`src/rtl/uart_pkg.sv`:
```
// ============================================================================
// Module      : uart_pkg
// Description : Shared UART constants (12 MHz divisors) and FSM state encoding.
// Revision    : 1.0
// ============================================================================
`timescale 1ns/1ps
`default_nettype none

package uart_pkg;

    localparam int unsigned BAUD_DIV_115200 = 104;
    localparam int unsigned BAUD_DIV_57600  = 208;
    localparam int unsigned BAUD_DIV_9600   = 1250;

    localparam int unsigned TIMER_W = 16;

    typedef enum logic [2:0] {
        ST_IDLE    = 3'd0,
        ST_START   = 3'd1,
        ST_DATA    = 3'd2,
        ST_STOP    = 3'd3,
        ST_WAIT_HI = 3'd4
    } uart_state_e;

endpackage

`default_nettype wire

```
`src/rtl/baud_tick.sv`:
```
// ============================================================================
// Module      : baud_tick
// Description : Loadable 16-bit down-counter; tick is high while it holds 1.
// Revision    : 1.0
// ============================================================================
`timescale 1ns/1ps
`default_nettype none

module baud_tick
    import uart_pkg::*;
(
    input  logic               clk,
    input  logic               rstn,
    input  logic               load,
    input  logic [TIMER_W-1:0] reload,
    output logic               tick
);

    logic [TIMER_W-1:0] cnt_q;
    logic [TIMER_W-1:0] cnt_d;

    assign tick = (cnt_q == TIMER_W'(1));

    // Parks at zero after expiry instead of wrapping.
    always_comb begin
        cnt_d = cnt_q;
        if (load) begin
            cnt_d = reload;
        end else if (cnt_q != '0) begin
            cnt_d = cnt_q - TIMER_W'(1);
        end
    end

    always_ff @(posedge clk or negedge rstn) begin
        if (!rstn) begin
            cnt_q <= '0;
        end else begin
            cnt_q <= cnt_d;
        end
    end

endmodule

`default_nettype wire

```
`src/rtl/uart_rx.sv`:
```
// ============================================================================
// Module      : uart_rx
// Description : 8N1 UART receiver with mid-bit sampling and framing-error pulse.
// Revision    : 1.0
// ============================================================================
`timescale 1ns/1ps
`default_nettype none

module uart_rx
    import uart_pkg::*;
#(
    parameter int unsigned BAUD_DIV = BAUD_DIV_115200
)
(
    input  logic       clk,
    input  logic       rstn,
    input  logic       rx,
    output logic [7:0] data,
    output logic       rcv,
    output logic       ferr,
    output logic       busy
);

    localparam logic [TIMER_W-1:0] c_bit_cycles  = TIMER_W'(BAUD_DIV);
    localparam logic [TIMER_W-1:0] c_half_cycles = TIMER_W'(BAUD_DIV / 2);

    uart_state_e        state_q, state_d;
    logic [1:0]         sync_q, sync_d;
    logic [2:0]         idx_q, idx_d;
    logic [7:0]         shift_q, shift_d;
    logic [7:0]         data_q, data_d;
    logic               rcv_q, rcv_d;
    logic               ferr_q, ferr_d;
    logic               rxs;
    logic               tmr_load;
    logic [TIMER_W-1:0] tmr_reload;
    logic               tmr_tick;

    assign sync_d = {sync_q[0], rx};
    assign rxs    = sync_q[1];

    baud_tick u_baud_tick (
        .clk    (clk),
        .rstn   (rstn),
        .load   (tmr_load),
        .reload (tmr_reload),
        .tick   (tmr_tick)
    );

    always_comb begin
        state_d    = state_q;
        idx_d      = idx_q;
        shift_d    = shift_q;
        data_d     = data_q;
        rcv_d      = 1'b0;
        ferr_d     = 1'b0;
        tmr_load   = 1'b0;
        tmr_reload = c_bit_cycles;

        case (state_q)
            ST_IDLE: begin
                if (!rxs) begin
                    state_d    = ST_START;
                    tmr_load   = 1'b1;
                    tmr_reload = c_half_cycles;
                end
            end
            ST_START: begin
                if (tmr_tick) begin
                    // A start bit that is high again at mid-bit was only a glitch.
                    if (!rxs) begin
                        state_d  = ST_DATA;
                        idx_d    = 3'd0;
                        tmr_load = 1'b1;
                    end else begin
                        state_d = ST_IDLE;
                    end
                end
            end
            ST_DATA: begin
                if (tmr_tick) begin
                    shift_d[idx_q] = rxs;
                    tmr_load       = 1'b1;
                    idx_d          = idx_q + 3'd1;
                    if (idx_q == 3'd7) begin
                        state_d = ST_STOP;
                    end
                end
            end
            ST_STOP: begin
                if (tmr_tick) begin
                    if (rxs) begin
                        data_d  = shift_q;
                        rcv_d   = 1'b1;
                        state_d = ST_IDLE;
                    end else begin
                        ferr_d  = 1'b1;
                        state_d = ST_WAIT_HI;
                    end
                end
            end
            ST_WAIT_HI: begin
                if (rxs) begin
                    state_d = ST_IDLE;
                end
            end
            default: begin
                state_d = ST_IDLE;
            end
        endcase
    end

    always_ff @(posedge clk or negedge rstn) begin
        if (!rstn) begin
            state_q <= ST_IDLE;
            sync_q  <= 2'b11;
            idx_q   <= 3'd0;
            shift_q <= 8'h00;
            data_q  <= 8'h00;
            rcv_q   <= 1'b0;
            ferr_q  <= 1'b0;
        end else begin
            state_q <= state_d;
            sync_q  <= sync_d;
            idx_q   <= idx_d;
            shift_q <= shift_d;
            data_q  <= data_d;
            rcv_q   <= rcv_d;
            ferr_q  <= ferr_d;
        end
    end

    assign data = data_q;
    assign rcv  = rcv_q;
    assign ferr = ferr_q;
    assign busy = (state_q != ST_IDLE);

endmodule

`default_nettype wire

```
`config.mk`:
```
export PLATFORM = sky130hd
export DESIGN_NAME = uart_rx
export DESIGN_NICKNAME = d
export VERILOG_FILES = /design/src/rtl/uart_pkg.sv /design/src/rtl/baud_tick.sv /design/src/rtl/uart_rx.sv
export SDC_FILE = /design/constraint.sdc
export NUM_CORES = 1
export LEC_CHECK = 0
export BUFFER_PORTS_ARGS = -buffer_cell sky130_fd_sc_hd__buf_2
export CELL_PAD_IN_SITES_DETAIL_PLACEMENT = 0
export CELL_PAD_IN_SITES_GLOBAL_PLACEMENT = 2
export CORE_MARGIN = 2
export CORE_UTILIZATION = 26
export CTS_CLUSTER_SIZE = 12
export DETAILED_ROUTE_END_ITERATION = 7
export GPL_ROUTABILITY_DRIVEN = 0
export GPL_TIMING_DRIVEN = 1
export PLACE_DENSITY = 0.63
export SYNTH_ARGS = -nofsm -noshare
export SYNTH_HDL_FRONTEND = slang
export SYNTH_HIERARCHICAL = 1
export SYNTH_SLANG_ARGS = --single-unit
```
`constraint.sdc`:
```
create_clock -name clk -period 2.9 [get_ports clk]
set_input_delay 0.435 -clock clk [delete_from_list [all_inputs] [get_ports clk]]
set_output_delay 0.435 -clock clk [all_outputs]
set_load 0.03 [all_outputs]
```
After elaboration in Yosys (flattened, before gate mapping)
Index checks and enable logic that the tools add are counted.

$add $sub $neg: 2. Order comparisons: 2. Eq/ne operators: 13. Muxes and demuxes: 28. Reductions and logical operators: 10.

Operators with widths (number): $mux 16 (2); $mux 3 (10); $eq 16x1->1 const B (1); $reduce_bool 16->1 (1); $sub 16x1->16 const B (1); $pmux 3 s5 (1); $mux 7 (2); $ne 2x2->1 const B (7); $bwmux 8 (1); $mux 1 (8); $eq 3x2->1 const B (2); $eq 3x3->1 const B (2); $pmux 3 s2 (1); $reduce_and 6->1 (1); $lt 3x4->1 const B (1); $reduce_and 4->1 (1); $reduce_bool 2->1 (2); $add 3x1->3 const B (1); $demux 1 s3 (1); $eq 3x1->1 const B (1); $ge 3x1->1 const B (1); $logic_not 3->1 (1); $pmux 1 s3 (1); $reduce_and 3->1 (1); 4 further kinds (4).

Register bits: 42. Input port bits: 3. Output and inout port bits: 11. Logic and storage cells: 63.

Longest topological paths before layout
Word-level depth: 5. Gate-level depth with buffers: 12. Mapped depth without buffers: 9.

By module
Netlist, hierarchy kept.

Modules (own cells, without submodules): uart_rx (instances 1, cells each 101, area each 1258.7 um^2, sequential area each 653.1 um^2); baud_tick (instances 1, cells each 120, area each 1099.8 um^2, sequential area each 400.4 um^2).

Worst setup path after synthesis
OpenSTA, ideal clock, no wires.

Path type: register to register. Start: reg u_baud_tick.cnt_q[6]. End: reg u_baud_tick.cnt_q[13]. Library setup time: 0.121 ns. Arrival: 2.189 ns. Required time: 2.779 ns. Path slack: 0.590 ns. Cell stages (with the launch flop): 11. Buffers on the path: 2. Period minus slack after synthesis: 2.310 ns. Cells stage by stage: dfrtp_1 > nor4_4 > nand3_1 > nor2_1 > buf_2 > nand3_1 > a21oi_1 > buf_2 > clkinv_1 > and2_2 > a22o_1.

Word-level cells in the longest chain between the ends: 4. Elaborated cells between the ends (all ways): 9. Classes of those cells: add/sub (1); eq/ne (1); mux (5); reduce/logical (2).

Ends and longest elaborated chain: start, declared (RTL line baud_tick.sv:19) `logic [TIMER_W-1:0] cnt_q;`; start signal, assigned (RTL line baud_tick.sv:38) `cnt_q <= cnt_d;`; $eq 16x1->1 (*) (RTL line baud_tick.sv:22) `assign tick = (cnt_q == TIMER_W'(1));`; via tmr_tick (RTL line uart_rx.sv:37) `logic tmr_tick;`; $mux 1 (on tied branches); $pmux 1 s3 (*) (RTL line uart_rx.sv:60) `case (state_q)`; via tmr_load (RTL line uart_rx.sv:35) `logic tmr_load;`; $mux 16 or $reduce_bool 2->1 (tied branches).

Mark *: on every way through the listed nets, which the timed path passes. The rest lies on a longest branch. The select of a mux whose other input is x is not followed. A chain may end at the register's enable or synchronous reset.

Worst setup path in the final report
Start: reg u_baud_tick.cnt_q[9]. End: reg u_baud_tick.cnt_q[13].

The elaborated chain is that of the path after synthesis.

==> metrics.cfg <==
[outcome]
status = complete, no violations

[flow_run]
cap_violations = 0

[cts]
clockRootBuffer = clkbuf_8
cts_buffers = 5
postCtsSetupRepairBufs = 0
cts_htree_levels = 2
cts_sinks = 42
cts_tree = yes
clock_latency_ns = 0.30
cts.clk_slew.worst_paths_ns = 0.09
hold_buffers = 0
cts_resized = 0
clockBufferDepth = 2

[sta]
min_period_ns = 2.49
relSlewSlack_pct = 33.4
fin_crit_sh_pct = 86.0
hold_violations = 0
tns_ns = 0
rsz0062_at_grt = false
clock_skew_ns = 0.0119
setup_ws_ns = 0.407
tightest_slew_ns = 0.999
max_freq_mhz = 401
holdWs_ns = 0.226
maxSlewViolCount = 0
setup_viol = 0

[die]
chipHeight_um = 99.2
die_x_um = 99.2
core_area_mm2 = 0.00876
die_area_mm2 = 0.00985
start_util_pct = 26.9
num_rows = 34
ioPinCount = 14

[worst_setup_path]
crit_path_end_kind = flop
start_kind = flop
cpPeakStageDelay_ns = 0.46
cp_max_fo = 10
crit_type = flop to flop
cp_data_arrival_time_ns = 2.68
crit_path_cell_trace = nor4_4 -> nand2_1 -> nor2_1 -> buf_4 -> nand3_1 -> a21oi_2 -> clkinv_1 -> and2_2 -> a22o_1
crit_required_ns = 3.09
slowest_stage = dfrtp_1

[cells_and_area]
multi_input_area_mm2 = 0.00121
synthToLayoutAreaGrowth_pct = 11.9
layout-drive-gt1-share_pct = 23.0
stdcell_count = 351
antenna-diode-count = 0
num-fill-cells = 923
nets = 249
stdcell_area_mm2 = 0.00264
register_area_mm2 = 0.00105

[logic_synthesis]
synth_top_cell_by_area = dfrtp_1
synth.top_cells.by_count = dfrtp_1, nor2_1, nand2_1, nand3_1, inv_1
yosys-top-cells-area = dfrtp_1, mux2_4, nor4_4
syn-instance-count = 221
synth_cell_types = 58
ys_seq_area_share_pct = 44.7
netlist_area_mm2 = 0.00236
synth_area_per_cell_um2 = 10.7
synth.top_cell.area_share_pct = 42.4
synthMostInstantiatedCell = dfrtp_1
async_flop_share_pct = 100
synth-seq-cells = 42
synth-main-ff-cell = dfrtp_1
ys_warn_count = 6
synth_edf_count = 0

[grt]
grt_overflow_total = 0
grtUsageTotal_pct = 10.7
grt_pass1_wl_um = 8360
grt_max_degree = 43
antenna_found_initial = 0
grt_pass1_vias = 1586

[placed_design]
dp_slack_ns = 0.382
placed_area_mm2 = 0.00255
dp_hpwl_um = 3260
io_buffers = 13
dpl.cell_count = 343

[routing]
drt-initial-drc-count = 94
firstDrtPassIters = 4
wirelength_um = 4800
drc = 0
drtAntennaViolNets = 0
vias = 1635
wl_per_cell_um = 13.7
via_per_inst = 4.66

[power]
ir_worst_vdd_v = 0.000217
power_density_mw_per_mm2 = 603
power_leakage_nw = 1.17

[hold_path]
hold_class = input pin to flop

==> cell usage in the layout, fill, tap and decap left out, types with 6 or more instances in the layout <==
cell type | netlist | routed
nor2_1 | 20 | 20
conb_1 | 2 | 12
mux2_2 | 7 | 7
mux2_4 | 8 | 8
nand3_1 | 11 | 11
nand4b_1 | 6 | 6
dfrtp_1 | 40 | 40
buf_2 | 3 | 13
inv_1 | 10 | 10
nand2_1 | 18 | 18
a21oi_1 | 8 | 7
o21ai_0 | 9 | 9
==> registers in the layout, summed over array words and instances, names as in the netlist <==
name	flops
u_baud_tick/cnt_q	16
rcv	1
state_q	3
ferr	1
sync_q	2
shift_q	8
data	8
idx_q	3
==> worst max-delay path, delay by kind of cell (launching register included) <==
| kind | cells | cell delay [ns] |
|---|---|---|
| flops | 1 | 0.46 |
| simple gates | 5 | 1.11 |
| buf+inv | 2 | 0.46 |
| compound gates | 2 | 0.37 |
==> final cells by class <==
type	count	area share (%)
clock buffers	5	2.61
well taps	108	5.12
clock inverters	3	0.900
repair buffers	18	3.89
multi-input cells	164	46.0
flip-flops and latches	42	39.9
inverters	11	1.56
==> through the flow <==
step | util, % | power (mW)
floorplan | - | 1.10
global placement | 29.1 | 1.20
detailed placement | 29.1 | 1.20
CTS | 30.1 | 1.62
global route | 30.1 | 1.71
finish | 30.1 | 1.59
==> power by group <==
part / leakage (nW) / total [mW] / switching (mW) / internal, mW
clock: 0.0408 / 0.408 / 0.235 / 0.173
sequential: 0.541 / 0.847 / 0.176 / 0.671
combinational: 0.588 / 0.337 / 0.170 / 0.167
==> cells by family after synthesis <==
group                    Yosys count  synth area share, %
AO/OA/AOI/OAI                     36                 10.0
XOR/XNOR                           4                 1.49
adder cells (fa/ha/maj)            4                 2.12
buffers and inverters             25                 5.57
flip-flops                        42                 44.7
multiplexers                      18                 9.76
other                              2                0.318
AND/OR/NAND/NOR                   90                 26.0
==> path summary, 6_finish.rpt <==
kind | from | end | slack (ns) | depth (start not counted)
worst min-delay path | rx | sync_q[0]$_DFF_PN1_ | 0.23 | 1
max in group asynchronous | rstn | u_baud_tick/cnt_q[12]$_DFFE_PN0P_ | 1.98 | 1
min in group asynchronous | rstn | u_baud_tick/cnt_q[0]$_DFFE_PN0P_ | 0.28 | 1
worst max-delay path | u_baud_tick/cnt_q[9]$_DFFE_PN0P_ | u_baud_tick/cnt_q[13]$_DFFE_PN0P_ | 0.41 | 9
worst max register to register | u_baud_tick/cnt_q[9]$_DFFE_PN0P_ | u_baud_tick/cnt_q[13]$_DFFE_PN0P_ | 0.41 | 9
worst min register to register | sync_q[0]$_DFF_PN1_ | sync_q[1]$_DFF_PN1_ | 0.36 | 0
==> layer usage <==
layer	share of wire (%)	routed length, µm	vias up	track usage, %
met5	0	0	-	0
met4	1.5	73	0	3.79
met3	2.3	109	5	2.11
met2	44	2100	20	15.6
met1	52	2520	783	15.9
li1	-	-	827	-
Power figures use the tool's default switching activity.
